File: src/rtl/pipelined_adder.sv
// Ripple-carry adder/subtractor split into STAGES slice-wide pipeline stages
// with a valid/ready handshake; the whole pipeline freezes when the output stalls.
module pipelined_adder #(
  parameter int WIDTH  = 32,
  parameter int STAGES = 4
) (
  input  logic             clk,
  input  logic             rst,
  input  logic             in_valid,
  output logic             in_ready,
  input  logic [WIDTH-1:0] a,
  input  logic [WIDTH-1:0] b,
  input  logic             cin,
  input  logic             sub,
  output logic             out_valid,
  input  logic             out_ready,
  output logic [WIDTH-1:0] sum,
  output logic             cout,
  output logic             ovf
);
  localparam int SLICE = WIDTH / STAGES;

  logic [STAGES-1:0]            vld_q, vld_d;
  logic [STAGES-1:0]            c_q, c_d, c_in;
  logic [STAGES-1:0][WIDTH-1:0] a_q, a_d, b_q, b_d, s_q, s_d;
  logic [STAGES-1:0][WIDTH-1:0] a_in, b_in, s_in;
  logic [STAGES-1:0][SLICE:0]   slc;
  logic                         ovf_q, ovf_d;
  logic                         stall;

  assign stall    = vld_q[STAGES-1] & ~out_ready;
  assign in_ready = ~stall;

  always_comb begin
    // stage 0 sees the effective operands: subtract folds into ~b with carry-in 1
    a_in[0]  = a;
    b_in[0]  = sub ? ~b : b;
    c_in[0]  = sub | cin;
    s_in[0]  = '0;
    vld_d[0] = in_valid & in_ready;
    for (int k = 1; k < STAGES; k++) begin
      a_in[k]  = a_q[k-1];
      b_in[k]  = b_q[k-1];
      c_in[k]  = c_q[k-1];
      s_in[k]  = s_q[k-1];
      vld_d[k] = vld_q[k-1];
    end
    for (int k = 0; k < STAGES; k++) begin
      slc[k] = {1'b0, a_in[k][k*SLICE +: SLICE]} + {1'b0, b_in[k][k*SLICE +: SLICE]}
             + {{SLICE{1'b0}}, c_in[k]};
      s_d[k] = s_in[k];
      s_d[k][k*SLICE +: SLICE] = slc[k][SLICE-1:0];
      c_d[k] = slc[k][SLICE];
    end
    a_d   = a_in;
    b_d   = b_in;
    ovf_d = (a_in[STAGES-1][WIDTH-1] == b_in[STAGES-1][WIDTH-1]) &&
            (s_d[STAGES-1][WIDTH-1] != a_in[STAGES-1][WIDTH-1]);
  end

  always_ff @(posedge clk or posedge rst) begin
    if (rst) begin
      vld_q <= '0;
      c_q   <= '0;
      a_q   <= '0;
      b_q   <= '0;
      s_q   <= '0;
      ovf_q <= 1'b0;
    end else if (!stall) begin
      vld_q <= vld_d;
      c_q   <= c_d;
      a_q   <= a_d;
      b_q   <= b_d;
      s_q   <= s_d;
      ovf_q <= ovf_d;
    end
  end

  assign out_valid = vld_q[STAGES-1];
  assign sum       = s_q[STAGES-1];
  assign cout      = c_q[STAGES-1];
  assign ovf       = ovf_q;
endmodule

File: config.mk
export PLATFORM = sky130hd
export DESIGN_NAME = pipelined_adder
export DESIGN_NICKNAME = d
export VERILOG_FILES = /design/src/rtl/pipelined_adder.sv
export SDC_FILE = /design/constraint.sdc
export NUM_CORES = 1
export LEC_CHECK = 0
export ABC_CLOCK_PERIOD_IN_PS = 10100
export BUFFER_PORTS_ARGS = -buffer_cell sky130_fd_sc_hd__buf_2
export CORE_MARGIN = 1.5
export CORE_UTILIZATION = 45
export CTS_CLUSTER_SIZE = 30
export DETAILED_ROUTE_END_ITERATION = 8
export PLACE_DENSITY = 0.72
export SYNTH_ARGS = -nofsm -noshare
export SYNTH_HDL_FRONTEND = slang
export SYNTH_SLANG_ARGS = --single-unit
File: constraint.sdc
create_clock -name clk -period 10.1 [get_ports clk]
set_input_delay 1.01 -clock clk [delete_from_list [all_inputs] [get_ports clk]]
set_output_delay 1.01 -clock clk [all_outputs]
set_load 0.005 [all_outputs]
* Word level (Yosys, flattened, before mapping) *
Cells that the tools add are included.

word-level totals
  bits of input ports = 70
  word-level logic and storage cells = 31
  output and inout port bits = 36
  register bits after elaboration = 281

cells by class
  eq/ne operators = 2
  reduce and logical (&&, ||, !) cells = 1
  multiplexer cells = 1
  bitwise operators = 6
  add/subtract/negate cells = 8

operators with widths
  operator           number
  $add 8x8->9        4
  $add 9x1->9        4
  $mux 32            1
  $not 32->32        1
  $and 1x1->1        2
  $not 1->1          2
  $eq 1x1->1         1
  $logic_and 1x1->1  1
  $ne 1x1->1         1
  $or 1x1->1         1

* Longest topological paths before layout *
Gate-level depths: netlist (run 1).

  depth in word-level cells = 4
  mapped depth = 11

* Worst setup path after synthesis (run 1) *
No wires, ideal clock.

  path type = input -> register
  from = input sub
  to = register s_q (netlist bit s_d[38])
  cell stages on the path = 11
  arrival = 3.283 ns
  slack = 6.753 ns
  path through = clkbuf_1 > buf_2 > or2_2 > fa_1 > inv_1 > fa_1 > nor2b_4 > o31a_1 > o311a_1 > a211oi_1 > a21o_1

on the way
  cells in the longest elaborated chain, start to end = 3

ends and longest elaborated chain
  element                 RTL line  RTL
  start: declaration      14        input logic sub,
  $mux 32                 37        b_in[0] = sub ? ~b : b;
  $add 8x8->9             49        slc[k] = {1'b0, a_in[k][k*SLICE +: SLICE]} + {1'b0, b_in[k][k*SLICE +: SLICE]}
  $add 9x1->9 *           50        + {{SLICE{1'b0}}, c_in[k]};
  end signal: assignment  67        s_q <= '0;
  end signal: assignment  74        s_q <= s_d;
  end: declaration        25        logic [STAGES-1:0][WIDTH-1:0] a_q, a_d, b_q, b_d, s_q, s_d;

Every way passes the cells marked *; elsewhere a longest branch is shown, timed or not.
A chain may end at the register's enable or synchronous reset.

* Worst setup path in the final report (run 1) *
  from = input out_ready
  to = output in_ready

on the way
  cells in the longest elaborated chain, start to end = 3

ends and longest elaborated chain
  element             RTL line  RTL
  start: declaration  16        input logic out_ready,
  $not 1->1           31        assign stall = vld_q[STAGES-1] & ~out_ready;
  $and 1x1->1         31
  $not 1->1           32        assign in_ready = ~stall;
  end: declaration    10        output logic in_ready,

No other way between the ends.

==> flow_summary_export.csv, run 1 <==
group,metric,value,unit
run_status,status,"finished, final reports clean",
hold_path,hold_depth,2,
hold_path,worstHoldPathType,"flop to flop",
yosys,synth_cell_types,34,
timing,setup_tns,0,ns
hold_path,hp-start,"sum[3]",
yosys,ys_seq_area_share,55.8,%
cells_and_area,fin_cells,1234,
critical_path,r2r_start,"vld_q[3]",
timing,skew,0.00847,ns
timing,rsz0062_at_grt,"no",
floorplan,row_count,49,
cells_and_area,antenna_cells,0,
clock_network,cts.reportedPaths.clkPinSlew,0.07,ns
critical_path,path_class,"primary input to output pin",
placement,routabilityCongestion,0.866,
critical_path,crit_path_frequent_cell,"buf_2",
timing,relSlewSlack,35.8,%
route,firstDrtPassIters,4,
critical_path,cp_slowest_cell,"buf_12",
floorplan,die_x,139,µm
yosys,syn_area_per_cell,9.13,µm²
clock_network,cts_buffers,17,
power_and_ir_drop,p_sw_share,35.7,%
power_and_ir_drop,comb_power_share,34.8,%
critical_path,reg2reg_to,"c_q[3]",
global_route,antenna_found_initial,0,
critical_path,max_stage_delay,0.56,ns
route,antenna_left,0,
hold_path,hold_end,"sum[3]",
critical_path,arrival,2.48,ns
timing,period_share,34.5,%
power_and_ir_drop,clockPowerShare,22.7,%
power_and_ir_drop,intPower,1.89,mW
critical_path,reg2reg_depth,7,
yosys,yosys_register_bits,185,
cells_and_area,nFillCells,1675,
placement,portBuffers,105,
cells_and_area,syn2layout_area_growth,15.5,%
route,dr.first_iter.drc_count,304,
power_and_ir_drop,p_per_area,306,nW/µm²
clock_network,cts-root-buf,"clkbuf_16",
floorplan,die-height,139,µm
cells_and_area,fin_area,9580,µm²
floorplan,start_util,46.0,%
global_route,grt_first_pass_wirelength,26.9,mm
route,vias,5902,
clock_network,cts_num_sinks,185,
global_route,gr-usage-all-layers,17.1,%
route,wirelength,15.5,mm
critical_path,cp_data_required_time,9.09,ns
cells_and_area,drive_gt1_share,14.8,%
cells_and_area,final_cell_mix,"nand2_1, dfrtp_1, buf_2",
clock_network,cts_hold_buffers,0,
placement,hpwl,9.91,mm
critical_path,worstPathMaxFanout,214,
timing,worst_pin_slew,0.963,ns
power_and_ir_drop,p_sw,1.05,mW
yosys,synthesis.area,8290,µm²
clock_network,max-clock-path-buffers,2,
power_and_ir_drop,p_leak,4.91,nW
route,drc,0,
yosys,ys_warn_count,0,
floorplan,core,18000,µm²
power_and_ir_drop,pwr-share-seq,42.6,%
floorplan,fp.dieArea,19200,µm²
timing,finalHoldViolCount,0,
clock_network,clk_latency,0.42,ns
critical_path,path_buf_inv,4,
global_route,grt_max_degree,215,
clock_network,cts_tree,"built",
job,maxCapViolCount,0,
cells_and_area,mostFrequentLayoutCell,"nand2_1",
floorplan,ios,106,
critical_path,path_delay_family,"buffers and inverters",
timing,setup_viol,0,
clock_network,htree_levels,4,
route,post_drt_wl_per_cell,12.6,µm
cells_and_area,layout.nets,1098,
timing,period_needed,3.49,ns
yosys,synthesis.nets,1014,
timing,slew_violations,0,
route,viasPerCell,4.78,
clock_network,ctsResizeCount,0,
placement,postPlaceCellArea,8980,µm²
timing,max_freq,287,MHz
critical_path,r2r_slack,7.53,ns
global_route,grt_pass1_vias,5739,
placement,dpl.cell_count,1202,
critical_path,cp-end-kind,"output pin",
global_route,grt_overflow,0,
yosys,syn_inst,908,
clock_network,cts_setup_buffers,0,
critical_path,crit_chain,"buf_2 -> nor2b_4 -> buf_12 -> inv_4 -> buf_2",
critical_path,cp-start-kind,"primary input",
power_and_ir_drop,ir_drop,0.000142,V
-- synthesized netlist by cell type, drive strengths merged --
master	number	area share, %
nand2	427	19
dfrtp	185	56
o21ai	53	3.2
buf	29	1.6
ha	28	4.2
xnor2	28	3.0
nor2	21	0.95
xor2	17	1.8
a21oi	16	0.97
clkbuf	16	0.72
inv	12	0.54
a211oi	9	0.82
nor3	9	0.54
fa	8	1.9
o31ai	8	0.85
a21o	7	0.63
a31oi	6	0.45
o21a	6	0.54
nor2b	5	0.47
o31a	4	0.42
or3	3	0.23
o21bai	2	0.18
or2	2	0.15
a211o	1	0.11
a21boi	1	0.091
a41oi	1	0.11
nand2b	1	0.076
nand3	1	0.060
nor3b	1	0.091
o311a	1	0.12
-- state kept, by name, summed over array words and instances, names as in the netlist --
name,cells
b_d,48
sum,32
ovf,1
vld_q,4
a_d,48
c_q,4
s_d,48
-- cells by family (layout without fill, tap and decap cells) --
logic type                 after synthesis  count (layout)  synth area share (%)
DFF                                    185             185                  55.8
xor gates and xnor gates                45              45                  4.75
buffers and inverters                   57             154                  2.85
AOI/OAI and AO/OA                      115             115                  8.48
and+or+nand+nor                        470             470                  21.9
adders and majority gates               36              36                  6.16
-- how the worst max path moves through the flow --
stage / to / depth (start not counted) / from / slack [ns]
global route: in_ready / 5 / out_ready / 6.46
CTS: in_ready / 5 / out_ready / 6.58
floorplan: a_d[120] / 1 / rst / 4.06
finish: in_ready / 5 / out_ready / 6.61
detailed placement: c_q[0] / 11 / sub / 6.55
global placement: c_q[0] / 11 / sub / 6.59
-- routing by layer --
metal	wire length [µm]	share of wire [%]	vias up	GRT usage [%]
li1	-	-	3075	-
met1	7430	48	2727	22.9
met2	7390	48	84	27.8
met3	453	2.9	16	3.66
met4	266	1.7	0	5.70
met5	0	0	-	0
-- cell type report --
cell class                 instances  area, µm²  share of cell area [%]
sequential                       185       4630                    48.3
inverter                          12       55.1                   0.575
multi-input combinational        666       3430                    35.8
timing repair buffer             110        576                    6.01
clock buffer                      23        498                    5.20
tap                              229        287                    2.99
clock inverter                     9        100                    1.05
-- power groups by stage --
| stage | combinational [mW] | clock, mW | sequential (mW) |
|---|---|---|---|
| 6_report | 1.02 | 0.664 | 1.25 |
| 5_1_grt | 1.19 | 0.707 | 1.29 |
| 3_5_place_dp | 1.03 | 0 | 1.26 |
| 4_1_cts | 1.04 | 0.679 | 1.25 |
| 2_1_floorplan | 0.778 | 0 | 1.23 |
| 3_3_place_gp | 0.995 | 0 | 1.26 |
-- stage by stage --
step | util (%) | setup WS [ns] | power [mW] | hold WS (ns)
finish | 53.1 | 6.61 | 2.93 | 0.458
global placement | 49.8 | 6.59 | 2.25 | 0.441
detailed placement | 49.8 | 6.55 | 2.29 | 0.450
floorplan | - | 4.06 | 2.01 | 0.430
CTS | 53.1 | 6.58 | 2.97 | 0.465
global route | 53.1 | 6.46 | 3.19 | 0.481
-- tightest hold or removal path, stage by stage, from the launching register on --
cell and delay [ns]:
dfrtp_1 0.34, nand2_1 0.05, nand2_1 0.04
No activity file was read; power rests on OpenSTA's default activity.
==> inputs of run 2 (changes only) <==
--- a/config.mk
+++ b/config.mk
@@ -5,7 +5,7 @@
 export SDC_FILE = /design/constraint.sdc
 export NUM_CORES = 1
 export LEC_CHECK = 0
-export ABC_CLOCK_PERIOD_IN_PS = 10100
+export ABC_CLOCK_PERIOD_IN_PS = 3500
 export BUFFER_PORTS_ARGS = -buffer_cell sky130_fd_sc_hd__buf_2
 export CORE_MARGIN = 1.5
 export CORE_UTILIZATION = 45
==> constraint.sdc (replaced) <==
create_clock -name clk -period 3.5 [get_ports clk]
set_input_delay 0.35 -clock clk [delete_from_list [all_inputs] [get_ports clk]]
set_output_delay 0.35 -clock clk [all_outputs]
set_load 0.005 [all_outputs]
==> flow_summary_export.csv, run 2 (synthesized netlist as in run 1, its figures left out) <==
group,metric,value,unit
global_route,gr-usage-all-layers,17.8,%
timing,skew,0.0146,ns
timing,slew_violations,0,
placement,portBuffers,105,
global_route,grt_pass1_vias,6001,
hold_path,worstHoldPathType,"primary input to async pin",
clock_network,cts_num_sinks,185,
timing,period_needed,2.40,ns
job,maxCapViolCount,0,
global_route,grt_first_pass_wirelength,28.0,mm
cells_and_area,final_cell_mix,"nand2_1, dfrtp_1, buf_2",
timing,worst_pin_slew,0.879,ns
global_route,grt_max_degree,214,
floorplan,die_x,139,µm
clock_network,cts_tree,"built",
critical_path,path_delay_family,"compound AO/OA/AOI/OAI gates",
placement,hpwl,11.1,mm
critical_path,startpoint,"c_q[0]",
critical_path,cp-start-kind,"flop",
clock_network,max-clock-path-buffers,2,
critical_path,cp_slowest_cell,"fa_1",
floorplan,row_count,49,
cells_and_area,syn2layout_area_growth,17.1,%
cells_and_area,layout.nets,1105,
timing,max_freq,417,MHz
route,firstDrtPassIters,4,
clock_network,cts_hold_buffers,0,
cells_and_area,antenna_cells,0,
route,wirelength,16.3,mm
critical_path,crit_chain,"fa_1 -> fa_1 -> a21oi_1 -> o21ai_0 -> o31a_1 -> o21ai_0 -> a31oi_1",
route,viasPerCell,4.86,
power_and_ir_drop,ir_drop,0.000425,V
floorplan,die-height,139,µm
critical_path,max_stage_delay,0.49,ns
clock_network,htree_levels,4,
critical_path,path_buf_inv,0,
clock_network,cts.reportedPaths.clkPinSlew,0.07,ns
critical_path,worstPathMaxFanout,3,
timing,finalHoldViolCount,0,
clock_network,ctsResizeCount,0,
run_status,status,"finished, final reports clean",
cells_and_area,drive_gt1_share,15.5,%
critical_path,r2r_start,"c_q[0]",
timing,period_share,68.4,%
route,antenna_left,0,
cells_and_area,final_util,53.8,%
clock_network,cts_setup_buffers,0,
critical_path,arrival,2.68,ns
critical_path,reg2reg_depth,7,
cells_and_area,mostFrequentLayoutCell,"nand2_1",
critical_path,cp-end-kind,"flop",
timing,setup_viol,0,
clock_network,cts_buffers,17,
critical_path,path_class,"flop to flop",
floorplan,core,18000,µm²
route,dr.first_iter.drc_count,320,
floorplan,ios,106,
route,post_drt_wl_per_cell,13.1,µm
floorplan,fp.dieArea,19200,µm²
power_and_ir_drop,total_power,8.73,mW
power_and_ir_drop,p_leak,4.96,nW
power_and_ir_drop,p_per_area,899,nW/µm²
clock_network,clk_latency,0.43,ns
clock_network,cts-root-buf,"clkbuf_16",
timing,setup_tns,0,ns
global_route,antenna_found_initial,2,
cells_and_area,fin_cells,1241,
floorplan,start_util,46.0,%
global_route,grt_overflow,0,
timing,hold_slack,0.0657,ns
placement,dpl.cell_count,1209,
route,drc,0,
placement,routabilityCongestion,0.840,
critical_path,cp_data_required_time,3.79,ns
timing,relSlewSlack,41.4,%
route,vias,6037,
critical_path,cp.depth,7,
timing,rsz0062_at_grt,"no",
[run 2: changes by cell type in the layout (fill, tap and decap cells not counted), sizes merged]
| cell | change |
|---|---|
| buf | +7 |
| bufinv | +4 |
| clkbuf | -6 |
| clkinv | +2 |
| clkinvlp | +2 |
| inv | -2 |
[run 2: final cells by class]
class,count,area [µm²]
inverter,12,51.3
timing repair buffer,117,641
fill,1697,8320
tap,229,287
multi-input combinational,666,3430
clock inverter,15,239
sequential,185,4630
clock buffer,17,425
[run 2: layer usage]
metal	vias to the layer above	routed length (µm)	track usage [%]
met5	-	11	0
met1	2827	7360	23.1
met4	2	225	5.48
li1	3081	-	-
met3	19	577	3.59
met2	108	8110	30.3
[run 2: per-stage QoR]
stage	area, µm²	setup slack [ns]
after CTS	9700	1.13
final	9700	1.10
after detailed placement	9040	0.809
after global placement	9040	0.854
after floorplan	8290	0.771
after global routing	9700	0.873
[run 2: final timing paths]
path,endpoint,slack [ns]
hold reg to reg,vld_q[2],0.46
setup / recovery,c_q[1],1.10
min in group clk,a_d[60],0.11
hold / removal,s_d[66],0.07
max in group asynchronous,sum[28],2.61
setup reg to reg,c_q[1],1.10
[run 2: power breakdown]
| part | leakage, nW | internal (mW) | switching (mW) |
|---|---|---|---|
| logic | 2.41 | 1.27 | 1.71 |
| registers | 2.23 | 3.09 | 0.523 |
| clock network | 0.323 | 1.28 | 0.836 |
==> inputs of run 3 (changes only) <==
--- a/config.mk
+++ b/config.mk
@@ -5,7 +5,7 @@
 export SDC_FILE = /design/constraint.sdc
 export NUM_CORES = 1
 export LEC_CHECK = 0
-export ABC_CLOCK_PERIOD_IN_PS = 3500
+export ABC_CLOCK_PERIOD_IN_PS = 2300
 export BUFFER_PORTS_ARGS = -buffer_cell sky130_fd_sc_hd__buf_2
 export CORE_MARGIN = 1.5
 export CORE_UTILIZATION = 45
==> constraint.sdc (replaced) <==
create_clock -name clk -period 2.3 [get_ports clk]
set_input_delay 0.23 -clock clk [delete_from_list [all_inputs] [get_ports clk]]
set_output_delay 0.23 -clock clk [all_outputs]
set_load 0.005 [all_outputs]
==> flow_summary_export.csv, run 3 (synthesized netlist as in run 1, its figures left out) <==
group,metric,value,unit
run_status,status,"finished, final reports clean",
cells_and_area,nFillCells,1692,
critical_path,cp.depth,7,
cells_and_area,layout.nets,1127,
timing,setup_viol,0,
floorplan,ios,106,
route,firstDrtPassIters,5,
placement,dpl.cell_count,1214,
timing,skew,0.0112,ns
clock_network,cts_buffers,17,
floorplan,die_x,139,µm
placement,portBuffers,105,
cells_and_area,final_util,55.0,%
floorplan,die-height,139,µm
route,post_drt_wl_per_cell,12.8,µm
floorplan,row_count,49,
job,maxCapViolCount,0,
cells_and_area,drive_gt1_share,16.6,%
timing,period_share,95.7,%
critical_path,reg2reg_to,"c_q[1]",
timing,relSlewSlack,57.5,%
timing,worst_slack,0.0985,ns
placement,routabilityCongestion,0.839,
critical_path,cp-start-kind,"flop",
cells_and_area,final_cell_mix,"nand2_1, dfrtp_1, buf_2",
timing,rsz0062_at_grt,"no",
cells_and_area,mostFrequentLayoutCell,"nand2_1",
critical_path,r2r_slack,0.1,ns
power_and_ir_drop,p_leak,5.03,nW
cells_and_area,antenna_cells,0,
timing,slew_violations,0,
power_and_ir_drop,p_per_area,1320,nW/µm²
hold_path,worstHoldPathType,"primary input to flop",
timing,setup_tns,0,ns
placement,postPlaceCellArea,9130,µm²
clock_network,htree_levels,4,
global_route,grt_pass1_vias,5922,
timing,worst_pin_slew,0.638,ns
global_route,gr-usage-all-layers,17.6,%
cells_and_area,syn2layout_area_growth,19.6,%
cells_and_area,fin_cells,1263,
floorplan,start_util,46.0,%
placement,hpwl,10.9,mm
critical_path,path_class,"flop to flop",
global_route,grt_max_degree,121,
floorplan,fp.dieArea,19200,µm²
floorplan,core,18000,µm²
clock_network,cts_tree,"built",
global_route,grt_overflow,0,
critical_path,worstPathMaxFanout,3,
timing,period_needed,2.20,ns
critical_path,crit_chain,"fa_2 -> fa_1 -> a21oi_2 -> o21ai_1 -> o31a_1 -> o21ai_0 -> a31oi_1",
critical_path,reg2reg_depth,7,
critical_path,cp_data_required_time,2.60,ns
global_route,grt_first_pass_wirelength,27.6,mm
critical_path,max_stage_delay,0.43,ns
critical_path,startpoint,"c_q[0]",
timing,finalHoldViolCount,0,
clock_network,cts_num_sinks,185,
timing,max_freq,454,MHz
route,dr.first_iter.drc_count,323,
critical_path,r2r_start,"c_q[0]",
critical_path,endpoint,"c_q[1]",
route,viasPerCell,4.82,
route,antenna_left,0,
clock_network,cts-root-buf,"clkbuf_16",
critical_path,path_delay_family,"adder cells",
clock_network,max-clock-path-buffers,2,
power_and_ir_drop,ir_drop,0.000781,V
route,drc,0,
placement,place_ws,-0.128,ns
critical_path,cp_slowest_cell,"fa_1",
critical_path,arrival,2.50,ns
power_and_ir_drop,total_power,13.1,mW
route,wirelength,16.1,mm
timing,hold_slack,0.0157,ns
clock_network,clk_latency,0.42,ns
hold_path,hp-start,"a[12]",
global_route,antenna_found_initial,0,
cells_and_area,fin_area,9920,µm²
critical_path,cp-end-kind,"flop",
route,vias,6082,
clock_network,cts.reportedPaths.clkPinSlew,0.07,ns
critical_path,path_buf_inv,0,
==> run 3: changes by cell type in the layout (fill, tap and decap cells not counted), sizes merged <==
| cell | change |
|---|---|
| dlygate4sd3 | +17 |
| bufinv | -4 |
| clkinv | -1 |
| inv | -2 |
| clkinvlp | +2 |
| buf | +5 |
| clkbuf | +5 |
==> run 3: layout make-up <==
class                   count  area, µm²  share of cell area (%)
clock inverters            10        113                    1.14
multi-input cells         666       3470                    35.0
inverters                  12       51.3                   0.517
well taps                 229        287                    2.89
clock buffers              22        484                    4.88
flip-flops and latches    185       4630                    46.7
repair buffers            139        886                    8.93
==> run 3: worst min path at each step <==
stage / to / slack, ns / cells past startpoint
after floorplan: a_d[48] / 0.34 / 2
after detailed placement: sum[2] / 0.39 / 3
after global routing: a_d[44] / 0.01 / 3
after global placement: sum[2] / 0.38 / 3
final: a_d[44] / 0.02 / 3
after CTS: a_d[44] / 0.002 / 3
==> run 3: power by group <==
group          switching [mW]  internal [mW]
logic                    2.65           2.07
registers               0.801           4.71
clock network            1.25           1.63
total                    4.69           8.41
==> run 3: layer usage <==
layer  up-vias  GRT usage, %  part of all wire [%]  wire [µm]
met3        26          3.25                   2.8        448
met4         0          6.74                   2.4        386
met1      2822          23.3                    47       7580
li1       3131             -                     -          -
met2       103          28.9                    48       7710
met5         -             0                     0          0
==> run 3: timing repair <==
| item | 4_1_cts | 5_1_grt |
|---|---|---|
| pin swaps | 0 | 0 |
| gates resized for setup | 2 | 7 |
| hold buffers | 17 | 0 |
| endpoints found under the setup margin | 2 | 4 |
| endpoints found under the hold margin | 42 | 0 |
| buffers inserted | 0 | 0 |
==> run 3: worst min-delay path, stage by stage <==
cell and delay [ns]:
buf_2 0.08, nand2_1 0.04, nand2_1 0.05
